`config.mk`:
```
export PLATFORM = sky130hd
export DESIGN_NAME = sparse_vector_feeder_flat
export DESIGN_NICKNAME = d
export VERILOG_FILES = /design/src/rtl/sparse_vector_feeder_if.sv /design/src/rtl/sparse_vector_feeder.sv /design/src/flat_wrapper.sv
export SDC_FILE = /design/constraint.sdc
export NUM_CORES = 1
export LEC_CHECK = 0
export ABC_AREA = 1
export ABC_CLOCK_PERIOD_IN_PS = 13700
export CAP_MARGIN = 15
export CORE_MARGIN = 2
export CORE_UTILIZATION = 50
export CTS_CLUSTER_DIAMETER = 50
export CTS_CLUSTER_SIZE = 28
export DETAILED_ROUTE_END_ITERATION = 6
export HOLD_SLACK_MARGIN = 0.06
export PLACE_DENSITY_LB_ADDON = 0.2
export SLEW_MARGIN = 20
export SYNTH_ARGS = -nofsm -noshare
export SYNTH_HDL_FRONTEND = slang
export SYNTH_SLANG_ARGS = --single-unit
```
`constraint.sdc`:
```
create_clock -name clk -period 13.7 [get_ports clk]
set_input_delay 1.37 -clock clk [delete_from_list [all_inputs] [get_ports clk]]
set_output_delay 1.37 -clock clk [all_outputs]
set_load 0.01 [all_outputs]
```
`src/rtl/sparse_vector_feeder_if.sv`:
```
// Handshake and data bundle between the lane feeder, its upstream beat source and the downstream dot-product stage.
interface sparse_vector_feeder_if;
  logic         in_valid;
  logic         in_ready;
  logic [7:0]   in_a;
  logic [7:0]   in_b;
  logic         in_flush;
  logic         vec_valid;
  logic         vec_ready;
  logic [127:0] Vector_A;
  logic [127:0] Vector_B;
  logic [15:0]  nz_mask;
  logic [4:0]   nz_count;

  modport slave (
    input  in_valid, in_a, in_b, in_flush, vec_ready,
    output in_ready, vec_valid, Vector_A, Vector_B, nz_mask, nz_count
  );

  modport master (
    output in_valid, in_a, in_b, in_flush, vec_ready,
    input  in_ready, vec_valid, Vector_A, Vector_B, nz_mask, nz_count
  );
endinterface

```
`src/rtl/sparse_vector_feeder.sv`:
```
// Packs 8-bit A/B beats into 16-lane vector pairs with a registered non-zero lane mask and count.
module sparse_vector_feeder (
  input  logic                    clk,
  input  logic                    rst,
  sparse_vector_feeder_if.slave   bus
);
  localparam int unsigned LANES = 16;

  localparam logic [0:0] FILL = 1'b0;
  localparam logic [0:0] FULL = 1'b1;

  logic [0:0]   r_state;
  logic [3:0]   r_lane_cnt;
  logic [127:0] r_vec_a;
  logic [127:0] r_vec_b;
  logic [15:0]  r_nz_mask;
  logic [4:0]   r_nz_count;

  logic         w_accept;
  logic         w_last;
  logic         w_nz;
  logic [6:0]   w_lane_lsb;

  assign w_accept   = bus.in_valid && (r_state == FILL);
  assign w_last     = (r_lane_cnt == 4'(LANES - 1));
  assign w_nz       = (bus.in_a != 8'd0) && (bus.in_b != 8'd0);
  assign w_lane_lsb = {r_lane_cnt, 3'b000};

  always_ff @(posedge clk or posedge rst) begin
    if (rst) begin
      r_state    <= FILL;
      r_lane_cnt <= '0;
      r_vec_a    <= '0;
      r_vec_b    <= '0;
      r_nz_mask  <= '0;
      r_nz_count <= '0;
    end else if (r_state == FILL) begin
      if (w_accept) begin
        r_vec_a[w_lane_lsb +: 8] <= bus.in_a;
        r_vec_b[w_lane_lsb +: 8] <= bus.in_b;
        r_nz_mask[r_lane_cnt]    <= w_nz;
        r_nz_count               <= r_nz_count + {4'd0, w_nz};
        r_lane_cnt               <= r_lane_cnt + 4'd1;
      end
      // A flush only closes a vector that holds at least one beat, counting the one landing now.
      if ((w_accept && (w_last || bus.in_flush)) ||
          (bus.in_flush && (r_lane_cnt != 4'd0)))
        r_state <= FULL;
    end else begin
      if (bus.vec_ready) begin
        r_state    <= FILL;
        r_lane_cnt <= '0;
        r_vec_a    <= '0;
        r_vec_b    <= '0;
        r_nz_mask  <= '0;
        r_nz_count <= '0;
      end
    end
  end

  assign bus.in_ready  = (r_state == FILL);
  assign bus.vec_valid = (r_state == FULL);
  assign bus.Vector_A  = r_vec_a;
  assign bus.Vector_B  = r_vec_b;
  assign bus.nz_mask   = r_nz_mask;
  assign bus.nz_count  = r_nz_count;
endmodule

```
`src/flat_wrapper.sv`:
```
// flat-port wrapper written by rule: the top's interface ports become plain ports
module sparse_vector_feeder_flat 
  (clk, rst, bus_in_valid, bus_in_a, bus_in_b, bus_in_flush, bus_vec_ready, bus_in_ready, bus_vec_valid, bus_Vector_A, bus_Vector_B, bus_nz_mask, bus_nz_count);
  sparse_vector_feeder_if bus_i ();
  input  logic clk;
  input  logic rst;
  input wire logic [$bits(bus_i.in_valid)-1:0] bus_in_valid;
  input wire logic [$bits(bus_i.in_a)-1:0] bus_in_a;
  input wire logic [$bits(bus_i.in_b)-1:0] bus_in_b;
  input wire logic [$bits(bus_i.in_flush)-1:0] bus_in_flush;
  input wire logic [$bits(bus_i.vec_ready)-1:0] bus_vec_ready;
  output wire logic [$bits(bus_i.in_ready)-1:0] bus_in_ready;
  output wire logic [$bits(bus_i.vec_valid)-1:0] bus_vec_valid;
  output wire logic [$bits(bus_i.Vector_A)-1:0] bus_Vector_A;
  output wire logic [$bits(bus_i.Vector_B)-1:0] bus_Vector_B;
  output wire logic [$bits(bus_i.nz_mask)-1:0] bus_nz_mask;
  output wire logic [$bits(bus_i.nz_count)-1:0] bus_nz_count;
  assign bus_i.in_valid = bus_in_valid;
  assign bus_i.in_a = bus_in_a;
  assign bus_i.in_b = bus_in_b;
  assign bus_i.in_flush = bus_in_flush;
  assign bus_i.vec_ready = bus_vec_ready;
  assign bus_in_ready = bus_i.in_ready;
  assign bus_vec_valid = bus_i.vec_valid;
  assign bus_Vector_A = bus_i.Vector_A;
  assign bus_Vector_B = bus_i.Vector_B;
  assign bus_nz_mask = bus_i.nz_mask;
  assign bus_nz_count = bus_i.nz_count;
  sparse_vector_feeder u_core (.clk(clk), .rst(rst), .bus(bus_i));
endmodule
```
; ---- Word level (Yosys, flattened, before mapping)
; Index checks and enable logic that the tools add are counted.
[word_totals]
register_bits = 282
in_bits = 21
output_inout_bits = 279
word_cells = 51
[op_classes]
addsub = 3
order_cmp = 2
eq_ne = 2
shift = 3
muxes = 22
bitwise_logic = 1
n_reduce_logical = 12
[op_table]
columns = operator, n
row1 = 128-bit two-way mux, 5
row2 = 128-bit bitwise mux, 2
row3 = 8-bit by 9-bit variable part select with 128-bit output, 2
row4 = "8-bit by 9-bit variable shift with 128-bit output, first input constant", 1
row5 = 16-bit two-way mux, 3
row6 = 16-bit bitwise mux, 1
row7 = 8-bit nonzero test, 2
row8 = 5-bit two-way mux, 3
row9 = 4-bit two-way mux, 3
row10 = 7-bit negation with 9-bit output, 1
row11 = 5-bit by 1-bit adder with 5-bit output, 1
row12 = 1-bit logical AND, 5
row13 = "4-bit by 5-bit < comparator with 1-bit output, second input constant", 1
row14 = "4-bit by 1-bit adder with 4-bit output, second input constant", 1
row15 = 1-bit demux with 4-bit select, 1
row16 = "4-bit equality test, second input constant", 1
row17 = "4-bit by 1-bit >= comparator with 1-bit output, second input constant", 1
row18 = 1-bit two-way mux, 4
row19 = 4-bit nonzero test, 1
row20 = 1-bit logical OR, 2
row21 = "2-bit != test, second input constant", 1
row22 = 2-bit AND reduction, 1
row23 = 2-bit nonzero test, 1
row24 = 1-bit NOT, 1

; ---- Logic depth before layout (Yosys ltp)
[depth]
depth_word = 7
mapped_depth = 12
ltp_nobuf = 11

; ---- Worst setup path before layout
; Ideal clock, no wire load.
[synth_timing]
path_type = input to register
startpoint = in bus_in_b[6]
endpoint = reg u_core.r_nz_count[4], in the netlist u_core.bus.nz_count[4]
setup_ns = 0.120
arrival_time_ns = 2.640
required_ns = 13.580
setup_slack_ns = 10.940
stages = 10
n_path_buf = 1
cell_sequence = inv_1 -> nand4_1 -> nor2_1 -> a21oi_1 -> clkbuf_1 -> ha_1 -> ha_1 -> nand4_1 -> o21ai_0 -> inv_1
[synth_between]
elab_chain_cells = 5
[synth_lines]
columns = element, line
row1 = from (decl), flat_wrapper.sv:9  ; input wire logic [$bits(bus_i.in_b)-1:0] bus_in_b;
row2 = 8-bit nonzero test, sparse_vector_feeder.sv:26  ; assign w_nz = (bus.in_a != 8'd0) && (bus.in_b != 8'd0);
row3 = 1-bit logical AND, sparse_vector_feeder.sv:26
row4 = 5-bit by 1-bit adder with 5-bit output, sparse_vector_feeder.sv:42  ; r_nz_count <= r_nz_count + {4'd0, w_nz};
row5 = 5-bit two-way mux, sparse_vector_feeder.sv:38  ; if (w_accept) begin
row6 = 5-bit two-way mux, sparse_vector_feeder.sv:37  ; end else if (r_state == FILL) begin
row7 = to (signal assigned), sparse_vector_feeder.sv:42
row8 = to (decl), sparse_vector_feeder.sv:17  ; logic [4:0] r_nz_count;
; Every way passes these cells. The select of a mux whose other input is x is not followed.
; A chain may end at the register's enable or synchronous reset.

; ---- Final worst setup path
[layout_timing]
startpoint = in bus_vec_ready
endpoint = reg u_core.r_vec_b[3], in the netlist u_core.bus.Vector_B[3]
[layout_between]
elab_chain_cells = 2
[layout_lines]
columns = element, line
row1 = from (decl), flat_wrapper.sv:11  ; input wire logic [$bits(bus_i.vec_ready)-1:0] bus_vec_ready;
row2 = 2-bit != test (no source line), --
row3 = 2-bit AND reduction (no source line), --
row4 = "to (signal, indexed assignment)", sparse_vector_feeder.sv:40  ; r_vec_b[w_lane_lsb +: 8] <= bus.in_b;
row5 = to (decl), sparse_vector_feeder.sv:15  ; logic [127:0] r_vec_b;
; Every way passes these cells.

==> impl_metrics.py <==
metrics = {
    "floorplan": {
        "core_area_sq_um": 25300,
        "die_w_microns": 165,
        "initial_utilization_pct": 51.1,
        "die_h_microns": 165,
        "io_pins": 300,
        "die-area_sq_um": 27100,
        "row_count": 58,
    },
    "worst_setup_path": {
        "critPathKind": "primary input to flip-flop",
        "cp-start-kind": "primary input",
        "arrival_ns": 4.45,
        "crit_buf_inv": 3,
        "cp_max_fo": 53,
        "reg2reg_depth": 10,
        "cp.depth": 9,
        "slowest_delay_ns": 0.70,
        "worstPathRequired_ns": 14.12,
        "cpMostUsedCell": "nand2_1",
        "crit_slowest_cell": "nor2_2",
        "path_delay_family": "simple AND/OR/NAND/NOR gates",
        "crit_chain": "clkdlybuf4s50_1 > nand2_4 > nand2_1 > buf_4 > inv_2 > nor2_2 > nand2_2 > nand3_1 > nand2_1",
        "worst_setup_path_end_kind": "flip-flop",
    },
    "sta": {
        "fmax_ghz": 0.248,
        "hold_slack_ns": 0.484,
        "slew-limit-headroom_pct": 29.9,
        "setup_viol": 0,
        "skew_ns": 0.0183,
        "max_slew.worst_pin.slew_ns": 1.05,
        "finalCriticalPeriod_ns": 4.03,
        "period_share_pct": 29.4,
        "setup_tns_ns": 0,
        "hold_viol": 0,
        "rsz0062_at_grt": "false",
        "drv_slew": 0,
    },
    "logic_synthesis": {
        "synth_area_sq_um": 12900,
        "yosysSeqAreaShare_pct": 54.7,
        "synthesis.nets": 1546,
        "netlist_top_cells_count": "nand3_1, nand2_1, dfrtp_1, nor2_1, nand4_1",
        "synth_async_sr_flop_share_pct": 100,
        "syn_inst": 1517,
        "synth_top_area_cell": "dfrtp_1",
        "synth_top_area_share_pct": 54.7,
        "yosysWarnings": 0,
        "yosys-top-cells-area": "dfrtp_1, nand3_1, nand2_1, nand4_1, nor2_1",
        "synth_edf_count": 0,
        "postSynthAreaPerCell_sq_um": 8.51,
        "yosysUniqueCellTypes": 31,
        "ys_ff_latch": 282,
        "synth_most_common_cell": "nand3_1",
        "synthFlopType": "dfrtp_1",
    },
    "clocking": {
        "cts_tree": "yes",
        "cts_buffers": 26,
        "clk_latency_ns": 0.55,
        "cts_max_level": 1,
        "cts-root-buf": "clkbuf_16",
        "cts_buffer_depth": 3,
        "hold_buffers": 0,
        "cts_setup_buffers": 0,
        "cts.sinks": 282,
        "cts.clk_slew.worst_paths_ns": 0.07,
        "ctsResizeCount": 0,
    },
    "run_status": {
        "status": "finished clean",
    },
    "drt": {
        "num_vias": 12300,
        "drt_first_pass_iters": 5,
        "avgViaCountPerCell": 5.90,
        "drt_iter0_markers": 1548,
        "wire_per_inst_microns": 20.5,
        "route.antenna.remaining_nets": 0,
        "drc": 0,
        "finalWirelength_microns": 42900,
    },
    "final_layout": {
        "drive_gt1_share_pct": 6.02,
        "area_delta_synth_final_pct": 30.5,
        "ff_latch_area_sq_um": 7060,
        "nets": 1770,
        "multi_input_area_sq_um": 5150,
        "fin_cells": 2092,
        "n_fill_cell": 2061,
    },
    "power": {
        "p_per_area_nw_per_um2": 167,
        "leakage_nw": 8.39,
        "ir_drop_v": 0.000187,
    },
    "grt": {
        "grt-ovfl-total": 0,
        "grt_pass1_vias": 11400,
        "antenna_found_initial": 0,
        "grt_max_degree": 142,
        "grt.total_usage_pct": 31.1,
        "grt_pass1_wl_microns": 65400,
    },
    "placement": {
        "place_congestion": 0.927,
        "place_inst": 2043,
        "hpwl_microns": 29100,
        "portBuffers": 299,
    },
    "job": {
        "drv.max_cap_violation_count": 0,
    },
    "min_path": {
        "hp-class": "flip-flop to flip-flop",
        "min_path_cells": 2,
    },
}
-- logic make-up (layout without fill, tap and decap cells) --
logic type	count (synthesis)	after routing	share of synthesized area, %
buffers and inverters	152	396	5.55
adders and majority gates	8	8	0.775
other	0	1	0
and+or+nand+nor	1050	1050	37.9
DFF	282	282	54.7
xor gates and xnor gates	3	3	0.204
AOI/OAI and AO/OA	22	22	0.940
-- layout make-up --
type | instances | area share [%]
flip-flops and latches | 282 | 41.9
multi-input cells | 1083 | 30.6
repair buffers | 309 | 18.2
clock buffers | 29 | 4.17
well taps | 330 | 2.45
clock inverters | 19 | 1.77
inverters | 39 | 0.913
diodes | 1 | 0.0148
-- routing by layer --
| metal | routed length, microns | GRT usage, % |
|---|---|---|
| met1 | 18100 | 47.0 |
| met2 | 19100 | 46.0 |
| met3 | 4180 | 4.87 |
| met4 | 1510 | 10.2 |
| met5 | 0 | 0 |
-- metrics by stage --
step	total power, mW	area [sq um]	setup slack [ns]	utilization (%)
after floorplan	1.67	12900	4.55	-
after global placement	1.95	15800	9.05	62.7
after detailed placement	1.96	15800	9.06	62.7
after CTS	2.78	16800	9.64	66.7
after global routing	2.91	16800	9.43	66.7
final	2.81	16900	9.67	66.7
-- state kept, by name, summed over array words and instances, names as in the netlist --
signal                cells
u_core.bus.Vector_A     128
u_core.bus.Vector_B     128
u_core.bus.nz_mask       16
u_core.bus.nz_count       5
u_core.r_lane_cnt         4
u_core.bus.vec_valid      1
-- power breakdown --
part	total (mW)	leakage [nW]	switching [mW]	internal (mW)
sequential	0.930	3.93	0.0462	0.883
combinational	1.04	3.98	0.831	0.213
clock	0.833	0.488	0.390	0.442
-- final timing paths --
| path | startpoint | end | slack, ns |
|---|---|---|---|
| setup / recovery | bus_vec_ready | u_core.bus.Vector_B[3] | 9.67 |
| hold / removal | u_core.bus.Vector_B[81] | u_core.bus.Vector_B[81] | 0.48 |
| setup reg to reg | u_core.r_lane_cnt[0] | u_core.bus.Vector_A[12] | 10.13 |
| hold reg to reg | u_core.bus.Vector_B[81] | u_core.bus.Vector_B[81] | 0.48 |
| max in group asynchronous | rst | u_core.bus.Vector_A[20] | 9.97 |
| min in group asynchronous | rst | u_core.bus.Vector_B[10] | 1.41 |
-- worst reg2reg max path: cells and delay by family (launching register included) --
family                   cells  cell delay (ns)
buffers and inverters        3             1.02
adder cells (fa/ha/maj)      1             0.36
AND/OR/NAND/NOR              6             1.66
flip-flops                   1             0.49
-- placed cells by master, fill, tap and decap left out, types with 6 or more instances in the layout --
cell type	count
nand3_1	417
nand2_1	390
clkdlybuf4s50_1	299
dfrtp_1	282
nor2_1	117
nand4_1	87
inv_1	28
clkbuf_16	27
o21ai_0	14
nand2_2	11
inv_2	9
nor2_2	9
buf_4	9
ha_1	8
inv_8	7
inv_12	6
Note: power is estimated with default switching activity, not from simulation.
